**src/rtl/stage3_seq_num_arbiter_if.sv**
```systemverilog
// rtl/stage3_seq_num_arbiter_if.sv - request/grant bundle between stage-3 message builders and the sequence arbiter
//
// Purpose: groups the requester-facing and framer-facing signals of the
//          stage-3 sequence number arbiter into one port.
// Signals:
//   req            builders -> arbiter   per-requester request level
//   pause          framer   -> arbiter   backpressure, blocks new grants
//   seq_load       host     -> arbiter   one-cycle counter load pulse
//   seq_load_value host     -> arbiter   value loaded by seq_load
//   grant          arbiter  -> builders  registered one-hot grant pulse
//   grant_valid    arbiter  -> framer    OR of grant
//   grant_id       arbiter  -> framer    index of the granted requester
//   grant_seq      arbiter  -> framer    sequence number handed out
//   next_seq       arbiter  -> host      next number to be issued
//   seq_wrap       arbiter  -> host      pulse when the counter wraps to 0
// Modports: master (builders/host/framer side), slave (arbiter side).

interface stage3_seq_num_arbiter_if #(
    parameter int NUM_REQ  = 4,
    parameter int ID_BITS  = 2,
    parameter int SEQ_BITS = 32
);
    logic [NUM_REQ-1:0]  req;
    logic                pause;
    logic                seq_load;
    logic [SEQ_BITS-1:0] seq_load_value;
    logic [NUM_REQ-1:0]  grant;
    logic                grant_valid;
    logic [ID_BITS-1:0]  grant_id;
    logic [SEQ_BITS-1:0] grant_seq;
    logic [SEQ_BITS-1:0] next_seq;
    logic                seq_wrap;

    modport master (
        output req, pause, seq_load, seq_load_value,
        input  grant, grant_valid, grant_id, grant_seq, next_seq, seq_wrap
    );

    modport slave (
        input  req, pause, seq_load, seq_load_value,
        output grant, grant_valid, grant_id, grant_seq, next_seq, seq_wrap
    );
endinterface

```
**src/rtl/stage3_seq_num_arbiter.sv**
```systemverilog
// rtl/stage3_seq_num_arbiter.sv - round-robin allocator of the shared stage-3 packet sequence number
//
// Purpose: each cycle picks one pending requester in round-robin order,
//          hands it the current sequence number and increments the counter.
//          Supports a host counter load and a downstream pause.
// Ports:
//   clk    input  clock
//   rst_n  input  synchronous active-low reset
//   bus    slave modport of stage3_seq_num_arbiter_if (req, pause,
//          seq_load, seq_load_value in; grant, grant_valid, grant_id,
//          grant_seq, next_seq, seq_wrap out)

module stage3_seq_num_arbiter #(
    parameter int          NUM_REQ  = 4,
    parameter int          ID_BITS  = 2,
    parameter int          SEQ_BITS = 32,
    parameter int unsigned SEQ_INIT = 1
) (
    input  logic                     clk,
    input  logic                     rst_n,
    stage3_seq_num_arbiter_if.slave  bus
);

    logic [NUM_REQ-1:0]  r_grant;
    logic                r_grant_valid;
    logic [ID_BITS-1:0]  r_grant_id;
    logic [SEQ_BITS-1:0] r_grant_seq;
    logic [SEQ_BITS-1:0] r_next_seq;
    logic                r_seq_wrap;
    logic [ID_BITS-1:0]  r_ptr;

    logic [NUM_REQ-1:0]  w_eligible;
    logic                w_found;
    logic [ID_BITS-1:0]  w_sel;
    logic [ID_BITS-1:0]  w_ptr_next;
    logic [NUM_REQ-1:0]  w_grant_onehot;

    // A requester granted last cycle is masked so its still-high req
    // (it only sees the grant now) cannot win a second time.
    assign w_eligible = bus.req & ~r_grant;

    // Round-robin pick: the first pass finds the lowest eligible index
    // (the wrap-around winner); the second pass overrides it with the
    // lowest eligible index at or above the pointer, if one exists.
    always_comb begin
        w_found = 1'b0;
        w_sel   = '0;
        for (int j = NUM_REQ - 1; j >= 0; j--) begin
            if (w_eligible[j]) begin
                w_found = 1'b1;
                w_sel   = ID_BITS'(j);
            end
        end
        for (int j = NUM_REQ - 1; j >= 0; j--) begin
            if (w_eligible[j] && (ID_BITS'(j) >= r_ptr)) begin
                w_sel = ID_BITS'(j);
            end
        end
    end

    assign w_ptr_next     = (w_sel == ID_BITS'(NUM_REQ - 1)) ? '0 : (w_sel + ID_BITS'(1));
    assign w_grant_onehot = NUM_REQ'(1) << w_sel;

    always_ff @(posedge clk) begin
        if (!rst_n) begin
            r_grant       <= '0;
            r_grant_valid <= 1'b0;
            r_grant_id    <= '0;
            r_grant_seq   <= '0;
            r_next_seq    <= SEQ_BITS'(SEQ_INIT);
            r_seq_wrap    <= 1'b0;
            r_ptr         <= '0;
        end else if (bus.seq_load) begin
            // Load wins over pause and over any pending request.
            r_next_seq    <= bus.seq_load_value;
            r_grant       <= '0;
            r_grant_valid <= 1'b0;
            r_seq_wrap    <= 1'b0;
        end else if (!bus.pause && w_found) begin
            r_grant       <= w_grant_onehot;
            r_grant_valid <= 1'b1;
            r_grant_id    <= w_sel;
            r_grant_seq   <= r_next_seq;
            r_next_seq    <= r_next_seq + SEQ_BITS'(1);
            r_seq_wrap    <= (r_next_seq == {SEQ_BITS{1'b1}});
            r_ptr         <= w_ptr_next;
        end else begin
            // Idle: grant_id/grant_seq keep the last issued values.
            r_grant       <= '0;
            r_grant_valid <= 1'b0;
            r_seq_wrap    <= 1'b0;
        end
    end

    assign bus.grant       = r_grant;
    assign bus.grant_valid = r_grant_valid;
    assign bus.grant_id    = r_grant_id;
    assign bus.grant_seq   = r_grant_seq;
    assign bus.next_seq    = r_next_seq;
    assign bus.seq_wrap    = r_seq_wrap;

endmodule

```
**src/flat_wrapper.sv**
```systemverilog
// flat-port wrapper written by rule: the top's interface ports become plain ports
module stage3_seq_num_arbiter_flat 
#(
    parameter int          NUM_REQ  = 4,
    parameter int          ID_BITS  = 2,
    parameter int          SEQ_BITS = 32,
    parameter int unsigned SEQ_INIT = 1
)
  (clk, rst_n, bus_req, bus_pause, bus_seq_load, bus_seq_load_value, bus_grant, bus_grant_valid, bus_grant_id, bus_grant_seq, bus_next_seq, bus_seq_wrap);
  stage3_seq_num_arbiter_if #(.NUM_REQ(NUM_REQ), .ID_BITS(ID_BITS), .SEQ_BITS(SEQ_BITS)) bus_i ();
  input  logic clk;
  input  logic rst_n;
  input wire logic [$bits(bus_i.req)-1:0] bus_req;
  input wire logic [$bits(bus_i.pause)-1:0] bus_pause;
  input wire logic [$bits(bus_i.seq_load)-1:0] bus_seq_load;
  input wire logic [$bits(bus_i.seq_load_value)-1:0] bus_seq_load_value;
  output wire logic [$bits(bus_i.grant)-1:0] bus_grant;
  output wire logic [$bits(bus_i.grant_valid)-1:0] bus_grant_valid;
  output wire logic [$bits(bus_i.grant_id)-1:0] bus_grant_id;
  output wire logic [$bits(bus_i.grant_seq)-1:0] bus_grant_seq;
  output wire logic [$bits(bus_i.next_seq)-1:0] bus_next_seq;
  output wire logic [$bits(bus_i.seq_wrap)-1:0] bus_seq_wrap;
  assign bus_i.req = bus_req;
  assign bus_i.pause = bus_pause;
  assign bus_i.seq_load = bus_seq_load;
  assign bus_i.seq_load_value = bus_seq_load_value;
  assign bus_grant = bus_i.grant;
  assign bus_grant_valid = bus_i.grant_valid;
  assign bus_grant_id = bus_i.grant_id;
  assign bus_grant_seq = bus_i.grant_seq;
  assign bus_next_seq = bus_i.next_seq;
  assign bus_seq_wrap = bus_i.seq_wrap;
  stage3_seq_num_arbiter #(.NUM_REQ(NUM_REQ), .ID_BITS(ID_BITS), .SEQ_BITS(SEQ_BITS), .SEQ_INIT(SEQ_INIT)) u_core (.clk(clk), .rst_n(rst_n), .bus(bus_i));
endmodule
```
**config.mk**
```make
export PLATFORM = sky130hd
export DESIGN_NAME = stage3_seq_num_arbiter_flat
export DESIGN_NICKNAME = d
export VERILOG_FILES = /design/src/rtl/stage3_seq_num_arbiter_if.sv /design/src/rtl/stage3_seq_num_arbiter.sv /design/src/flat_wrapper.sv
export SDC_FILE = /design/constraint.sdc
export NUM_CORES = 1
export LEC_CHECK = 0
export CAP_MARGIN = 20
export CORE_MARGIN = 3
export CORE_UTILIZATION = 46
export DETAILED_ROUTE_END_ITERATION = 7
export PLACE_DENSITY = 0.8
export SLEW_MARGIN = 5
export SYNTH_ARGS = -nofsm -noshare
export SYNTH_HDL_FRONTEND = slang
export SYNTH_SLANG_ARGS = --single-unit
```
**constraint.sdc**
```tcl
create_clock -name clk -period 2.4 [get_ports clk]
set_input_delay 0.48 -clock clk [delete_from_list [all_inputs] [get_ports clk]]
set_output_delay 0.48 -clock clk [all_outputs]
set_load 0.03 [all_outputs]
```
# Word-level counts from Yosys, hierarchy flattened
# Index checks and enable logic that the tools add are counted.
# word_totals
ff_bits	74
inputBits	40
word_cells	47
# op_classes
n_addsub	2
magnitude_cmp	4
eq_ne	2
shifts	1
muxes	16
n_bitwise	5
n_reduce_logical	10
# ops
operator	count
2-to-1 mux 32 bit	2
adder 32 x 1 -> 32 bit (second input constant)	1
== test 32 bit (second input constant)	1
2-to-1 mux 2 bit	9
logical AND 1 bit	5
2-to-1 mux 1 bit	5
bitwise AND 4 bit	1
greater-or-equal comparator 1 x 2 -> 1 bit (first input constant)	2
greater-or-equal comparator 2 bit (first input constant)	2
NOT 4 bit	1
<< shifter 1 x 2 -> 4 bit (first input constant)	1
NOT 1 bit	3
OR reduction 3 bit	1
adder 2 x 1 -> 2 bit (second input constant)	1
== test 2 bit (second input constant)	1
AND reduction 2 bit	1
nonzero test 2 bit	1
OR reduction 2 bit	1
logical NOT 1 bit	1

# Depth between registers and ports, before layout
# Gate-level depths: netlist (run 1).
# depth
ltp_word	12
depth_mapped	7
ltp_nobuf	6

# Worst setup path after synthesis (run 1)
# Ideal clock, no wire load.
# synth_path
kind	reg2reg
from	register u_core.r_next_seq[12], in the netlist u_core.bus.next_seq[12]
to	register u_core.r_next_seq[21], in the netlist u_core.bus.next_seq[21]
setup_time_ps	74
arrival_ps	2113
required_ps	2326
setup_slack_ps	213
stages_incl_launch_ff	7
n_path_buf	1
period_less_slack_ps	2187
cell_sequence	dfxtp_1 and3_1 nand2_1 or4_1 buf_2 or4_1 a31oi_1
# synth_between
elab_chain_cells	3
# synth_lines
item	line_no	text
start: declaration	stage3_seq_num_arbiter.sv:28	logic [SEQ_BITS-1:0] r_next_seq;
start signal: assignment	stage3_seq_num_arbiter.sv:70	r_next_seq <= SEQ_BITS'(SEQ_INIT);
start signal: assignment	stage3_seq_num_arbiter.sv:75	r_next_seq <= bus.seq_load_value;
start signal: assignment	stage3_seq_num_arbiter.sv:84	r_next_seq <= r_next_seq + SEQ_BITS'(1);
adder 32 x 1 -> 32 bit	stage3_seq_num_arbiter.sv:84	
2-to-1 mux 32 bit	stage3_seq_num_arbiter.sv:79	end else if (!bus.pause && w_found) begin
2-to-1 mux 32 bit	stage3_seq_num_arbiter.sv:73	end else if (bus.seq_load) begin
# No other way between the ends. The select of a mux whose other input is x is not followed.
# A chain may end at the register's enable or synchronous reset.

# Worst setup path after layout (run 1)
# layout_path
from	input bus_req[0]
to	register u_core.r_next_seq[21], in the netlist u_core.bus.next_seq[21]
# layout_between
elab_chain_cells	4
# layout_lines
item	line_no	text
start: declaration	flat_wrapper.sv:13	input wire logic [$bits(bus_i.req)-1:0] bus_req;
bitwise AND 4 bit	stage3_seq_num_arbiter.sv:40	assign w_eligible = bus.req & ~r_grant;
2-to-1 mux 1 bit	stage3_seq_num_arbiter.sv:49	if (w_eligible[j]) begin
logical AND 1 bit	stage3_seq_num_arbiter.sv:79	
nonzero test 2 bit (no source line)	n/a	
# No other way between the ends.

==> results.ini, run 1 <==
[floorplanning]
die_x_um=93.43
pin_count=112
dieArea_mm2=0.008728
num_rows=31
start_util=0.4796
die_h_um=93.43
core_mm2=0.007331

[synth]
async_reset_ff_frac=0
yosys.area.top_type=dfxtp_1
yosys_warnings=0
synth-edff-count=0
yosysTopAreaCellShare=0.4214
yosys.cell_types.count=48
netlist_area_mm2=0.003516
yosys-top-cells-count=nand2_1, dfxtp_1, a21boi_0
ys.flop_type=dfxtp_1
syn_area_per_cell_um2=8.120
yosysSeqAreaShare=0.4214
synth_nets=475
post-synth-top-count-cell=nand2_1
syn_inst=433
synthTopCellsByArea=dfxtp_1, nand2_1, a21boi_0, o21ai_0, xnor2_1
ys_ff_latch=74

[pwr]
p_per_area_mw_per_mm2=560.1
p_total_mw=2.838
power_leakage_nw=1.807
vdd_drop_max_uv=324.8

[clocking]
path_clk_slew_ps=80
clkLatencyLatePin_ps=350
postCtsSetupRepairBufs=0
cts_buffers=9
cts_root_buffer=clkbuf_8
htree_levels=3
clock_path_buffers=2
clock-sinks=74
hold_buffers=0
post_cts_resized=0
cts_tree=built

[drt]
vias_per_cell=5.447
initialDrtViolationCount=284
routedWlPerCell_um=15.33
vias=3628
ant_nets=0
firstDrtPassIters=5
drc=0
wl_um=10210

[grt]
grt_pass1_wl_um=16550
gr-usage-met1=0.3131
gr-total-overflow=0
grt_max_degree=58
grt_busiest_layer=met2
antenna_found_initial=0
met3_usage=0.03701
grt_use_total=0.2376
met2_usage=0.4002
grt_pass1_vias=3402

[finish]
fin_util=0.6912
n_antenna_cell=0
drive_above_1_share=0.1041
num-nets-final=604
fin_cells=666
area_growth_pct=44.13
final_area_mm2=0.005067

[sta]
finClkSkew_ps=9.890
max-slew-margin-rel=0.6855
tns_ps=0
setup_ws_ps=115.7
finalHoldViolCount=0
worst_slew_pin_slew_ps=471.8
layout_min_cycle_time_ps=2284
setup_violations=0
fin_hold_ws_ps=464.4
min_period_over_period=0.9518
rsz0062_at_grt=no
slew_viol_final=0
fmax_ghz=0.4378

[placement]
hpwlAfterDp_um=7712
portBuffers=111
dpl-instance-area_mm2=0.004898
preCtsSetupSlack_ps=-238.2
dp.cells=650
place.gp.congestion=0.8766

[setup_path]
crit_chain=clkdlybuf4s50_1 -> nand2b_4 -> a41o_1 -> or4_1 -> or4_1 -> a31oi_1
critPathTopFamily=simple AND/OR/NAND/NOR gates
criticalPathCategory=in -> reg
max_stage_delay_ps=610
path_common_cell=or4_1
cp.required_ps=2680
crit_arrival_ps=2560
start_kind=input pin
path_buf_inv=1
end_kind=flop
crit_fanout=6
critPathSlowestCell=or4_1

[outcome]
outcome=finished, final reports clean

[worst_hold_path]
hp-class=reg -> reg

[job]
cap_violations=0

path summary, 6_finish.rpt:
| kind | from | endpoint | slack, ps | cells past startpoint |
|---|---|---|---|---|
| min reg2reg | u_core.bus.grant_seq[23] | u_core.bus.grant_seq[23] | 460 | 2 |
| min | u_core.bus.grant_seq[23] | u_core.bus.grant_seq[23] | 460 | 2 |
| max | bus_req[0] | u_core.bus.next_seq[21] | 120 | 6 |
| max reg2reg | u_core.bus.next_seq[12] | u_core.bus.next_seq[21] | 260 | 5 |
where the power goes:
part	leakage, nW	switching [mW]	internal (mW)	total [mW]
sequential	0.607	0.0751	1.29	1.37
combinational	1.11	0.328	0.282	0.610
clock	0.0891	0.489	0.373	0.861
total	1.81	0.892	1.95	2.84
tightest hold or removal path, delay by kind of cell, from the launching register on:
family / cells / cell delay (ps)
compound gates: 1 / 60
simple gates: 1 / 40
flops: 1 / 310
layout by cell type (no fill, tap or decap), types with 2 or more instances in the layout:
master,count
and4_1,2
nand3_1,9
a32oi_1,2
nor3_1,6
a31oi_1,3
a21boi_0,36
nand2b_4,3
or3_1,6
or4_1,3
nor2b_1,2
nand4_1,15
clkbuf_8,9
buf_4,31
ha_1,2
o21ai_0,31
clkdlybuf4s50_1,110
nor4_1,10
xor2_1,5
mux2i_1,5
mux2_2,3
and3_1,6
and2_1,2
dfxtp_1,74
nand2_1,107
nor2_1,12
nand2b_1,5
xnor2_1,16
a21oi_1,16
a22o_1,2
clkinv_2,4
inv_1,6
layout make-up:
class / instances / area (um2)
clock buffers: 9 / 123.9
clock inverters: 7 / 45.04
fillers: 607 / 2263
inverters: 6 / 22.52
multi-input cells: 328 / 1912
flip-flops and latches: 74 / 1481
well taps: 99 / 123.9
repair buffers: 143 / 1359
cell families (layout without fill, tap and decap cells):
kind of cell	Yosys count	count (layout)	share of synthesized area
adders and majority gates	2	2	0.007116
and+or+nand+nor	193	193	0.2644
AOI/OAI and AO/OA	104	104	0.1954
xor gates and xnor gates	21	21	0.05231
DFF	74	74	0.4214
buffers and inverters	31	165	0.03558
muxes	8	8	0.02384
routing by layer:
layer  up-vias  wire [um]
met5         -          0
met4         0        171
met3        18        667
met2       139       4915
met1      1692       4457
li1       1779          -
sequential cells by signal, indices dropped and copies added, names as in the netlist:
register and flops:
u_core.bus.grant_valid 1, u_core.bus.grant 4, u_core.bus.grant_seq 32, u_core.bus.seq_wrap 1, u_core.r_ptr 2, u_core.bus.grant_id 2, u_core.bus.next_seq 32
Power figures use the tool's default switching activity.
==> run 2: changes to the inputs <==
--- a/config.mk
+++ b/config.mk
@@ -9,6 +9,7 @@
 export CORE_MARGIN = 3
 export CORE_UTILIZATION = 46
 export DETAILED_ROUTE_END_ITERATION = 7
+export HOLD_SLACK_MARGIN = 0.06
 export PLACE_DENSITY = 0.8
 export SLEW_MARGIN = 5
 export SYNTH_ARGS = -nofsm -noshare
==> results of run 2 <==
No change in the layout: final DEF, timing and power equal those of run 1.
==> run 3: changes to the inputs <==
--- a/config.mk
+++ b/config.mk
@@ -6,11 +6,15 @@
 export NUM_CORES = 1
 export LEC_CHECK = 0
 export CAP_MARGIN = 20
+export CELL_PAD_IN_SITES_DETAIL_PLACEMENT = 0
+export CELL_PAD_IN_SITES_GLOBAL_PLACEMENT = 1
 export CORE_MARGIN = 3
-export CORE_UTILIZATION = 46
+export CORE_UTILIZATION = 33
+export CTS_CLUSTER_DIAMETER = 40
 export DETAILED_ROUTE_END_ITERATION = 7
+export GPL_ROUTABILITY_DRIVEN = 0
 export HOLD_SLACK_MARGIN = 0.06
-export PLACE_DENSITY = 0.8
+export PLACE_DENSITY_LB_ADDON = 0.1
 export SLEW_MARGIN = 5
 export SYNTH_ARGS = -nofsm -noshare
 export SYNTH_HDL_FRONTEND = slang
==> run 3 against run 2 <==
  * Sequential cell count is the same
  * Worst setup slack lost 25 ps
  * First-iteration DRC count shrank 35%
  * Sequential power is essentially flat
  * Via count shrank 2.1%
  * Global-route usage shrank 4.3 points
  * Utilization shrank 19 points
  * Clock-buffer cell count grew 1
  * Non-clock buffer count grew 5
  * Cell area grew 2.3%
  * Largest power group unchanged
  * Highest routed layer unchanged
==> results.ini, run 3 (synthesized netlist as in run 1, its figures left out) <==
[placement]
hpwlAfterDp_um=8393  ; +8.8%
dpl-instance-area_mm2=0.004982  ; +1.7%
preCtsSetupSlack_ps=-275.5  ; -37.28 ps
portBuffers=111  ; unchanged

[pwr]
p_per_area_mw_per_mm2=581.8  ; +3.9%
vdd_drop_max_uv=236.0  ; -27%
power_leakage_nw=1.844  ; +2.0%
comb_power_share=0.208  ; -0.007
pwr-share-clk=0.340  ; +0.037
switchingPower_mw=0.9268  ; +3.9%
seqPwrFrac=0.452  ; -0.030
p_int_mw=2.090  ; +7.4%
swShare=0.3072  ; -0.006901

[clocking]
clock_path_buffers=2  ; unchanged
cts_root_buffer=clkbuf_8
cts_tree=built
clock-sinks=74  ; unchanged
hold_buffers=0  ; unchanged
path_clk_slew_ps=90  ; about the same
post_cts_resized=0  ; unchanged
htree_levels=3  ; unchanged
clkLatencyLatePin_ps=360  ; about the same
cts_buffers=9  ; unchanged
postCtsSetupRepairBufs=0  ; unchanged

[sta]
max-slew-margin-rel=0.6953  ; +0.009801
fmax_ghz=0.4330  ; -1.1%
min_period_over_period=0.9623  ; +0.01051
slew_viol_final=0  ; unchanged
worst_slew_pin_slew_ps=455.4  ; -16.38 ps
rsz0062_at_grt=no
layout_min_cycle_time_ps=2310  ; +25.23 ps
tns_ps=0  ; unchanged
finClkSkew_ps=9.368  ; -0.5221 ps
setup_violations=0  ; unchanged
fin_hold_ws_ps=465.7  ; +1.240 ps
finalHoldViolCount=0  ; unchanged
setup_ws_ps=90.43  ; -25.23 ps

[floorplanning]
num_rows=37  ; +19%
die_h_um=109.2  ; +17%
pin_count=112  ; unchanged
core_mm2=0.01032  ; +41%
start_util=0.3406  ; -0.1390
dieArea_mm2=0.01193  ; +37%
die_x_um=109.2  ; +17%

[setup_path]
crit_arrival_ps=2600  ; +40 ps
path_buf_inv=2  ; +1
max_stage_delay_ps=560  ; -50 ps
crit_fanout=5  ; -1
regToRegSetupSlack_ps=230  ; -30 ps
crit_chain=clkdlybuf4s50_1 -> nand2b_4 -> a41o_1 -> or4_1 -> buf_4 -> or3_1 -> a31oi_1
criticalPathCategory=in -> reg
critPathSlowestCell=or4_1
critPathTopFamily=simple AND/OR/NAND/NOR gates
start_kind=input pin
cp.required_ps=2690  ; about the same
end_kind=flop

[finish]
drive_above_1_share=0.1119  ; +0.007832
mostFrequentLayoutCell=clkdlybuf4s50_1
n_antenna_cell=0  ; unchanged
final_area_mm2=0.005185  ; +2.3%
layout_common_cells=clkdlybuf4s50_1, nand2_1, dfxtp_1
num-nets-final=609  ; +0.83%
area_growth_pct=47.47

[drt]
drc=0  ; unchanged
initialDrtViolationCount=184  ; -35%
firstDrtPassIters=4  ; -1
vias=3551  ; -2.1%
wl_um=11280  ; +10%
vias_per_cell=5.016  ; -7.9%
routedWlPerCell_um=15.93  ; +3.9%
ant_nets=0  ; unchanged

[grt]
grt_max_degree=50  ; -14%
grt_use_total=0.1945  ; -0.04310
grt_pass1_vias=3365  ; -1.1%
antenna_found_initial=0  ; unchanged
gr-total-overflow=0  ; unchanged
grt_pass1_wl_um=17860  ; +8.0%

[outcome]
outcome=finished, final reports clean

[job]
cap_violations=0  ; unchanged

[worst_hold_path]
hp-class=reg -> reg

## run 3: power groups by stage
stage | Clock, mW | Combinational [mW] | Sequential, mW
6_report | 1.03 | 0.626 | 1.36
5_1_grt | 1.10 | 0.678 | 1.37
4_1_cts | 1.04 | 0.631 | 1.36
3_5_place_dp | 0 | 0.629 | 1.39
3_3_place_gp | 0 | 0.623 | 1.39
2_1_floorplan | 0 | 0.191 | 1.51
## run 3: area by class of cell
type | count | area (um2)
Sequential cell | 74 | 1481
Clock inverter | 6 | 65.06
Clock buffer | 10 | 137.6
Timing Repair Buffer | 148 | 1396
Tap cell | 136 | 170.2
Inverter | 6 | 22.52
Multi-Input combinational cell | 328 | 1912
Fill cell | 1035 | 5139
## run 3: per-stage QoR
stage               power, mW  std cells  utilization
finish                  3.017        708       0.5022
global route            3.153        708       0.5022
CTS                     3.037        708       0.5022
detailed placement      2.020        692       0.4826
global placement        2.014        692       0.4826
floorplan               1.703        433            -
## run 3: worst paths after layout
path	cells after the start	startpoint	end
max	7	bus_req[0]	u_core.bus.next_seq[17]
max reg2reg	6	u_core.bus.next_seq[12]	u_core.bus.next_seq[17]
min	2	u_core.bus.grant_seq[16]	u_core.bus.grant_seq[16]
min reg2reg	2	u_core.bus.grant_seq[16]	u_core.bus.grant_seq[16]
## run 3: metal layers
layer | track usage | up-vias | wire [um]
met5 | 0 | - | 0
met4 | 0.05432 | 0 | 91
met3 | 0.04559 | 8 | 593
met2 | 0.2846 | 90 | 4986
met1 | 0.2843 | 1659 | 5604
li1 | - | 1794 | -
## run 3: tightest hold or removal path: stages (launching register included)
cell and delay, ps:
dfxtp_1 320, nand2_1 50, a21boi_0 60
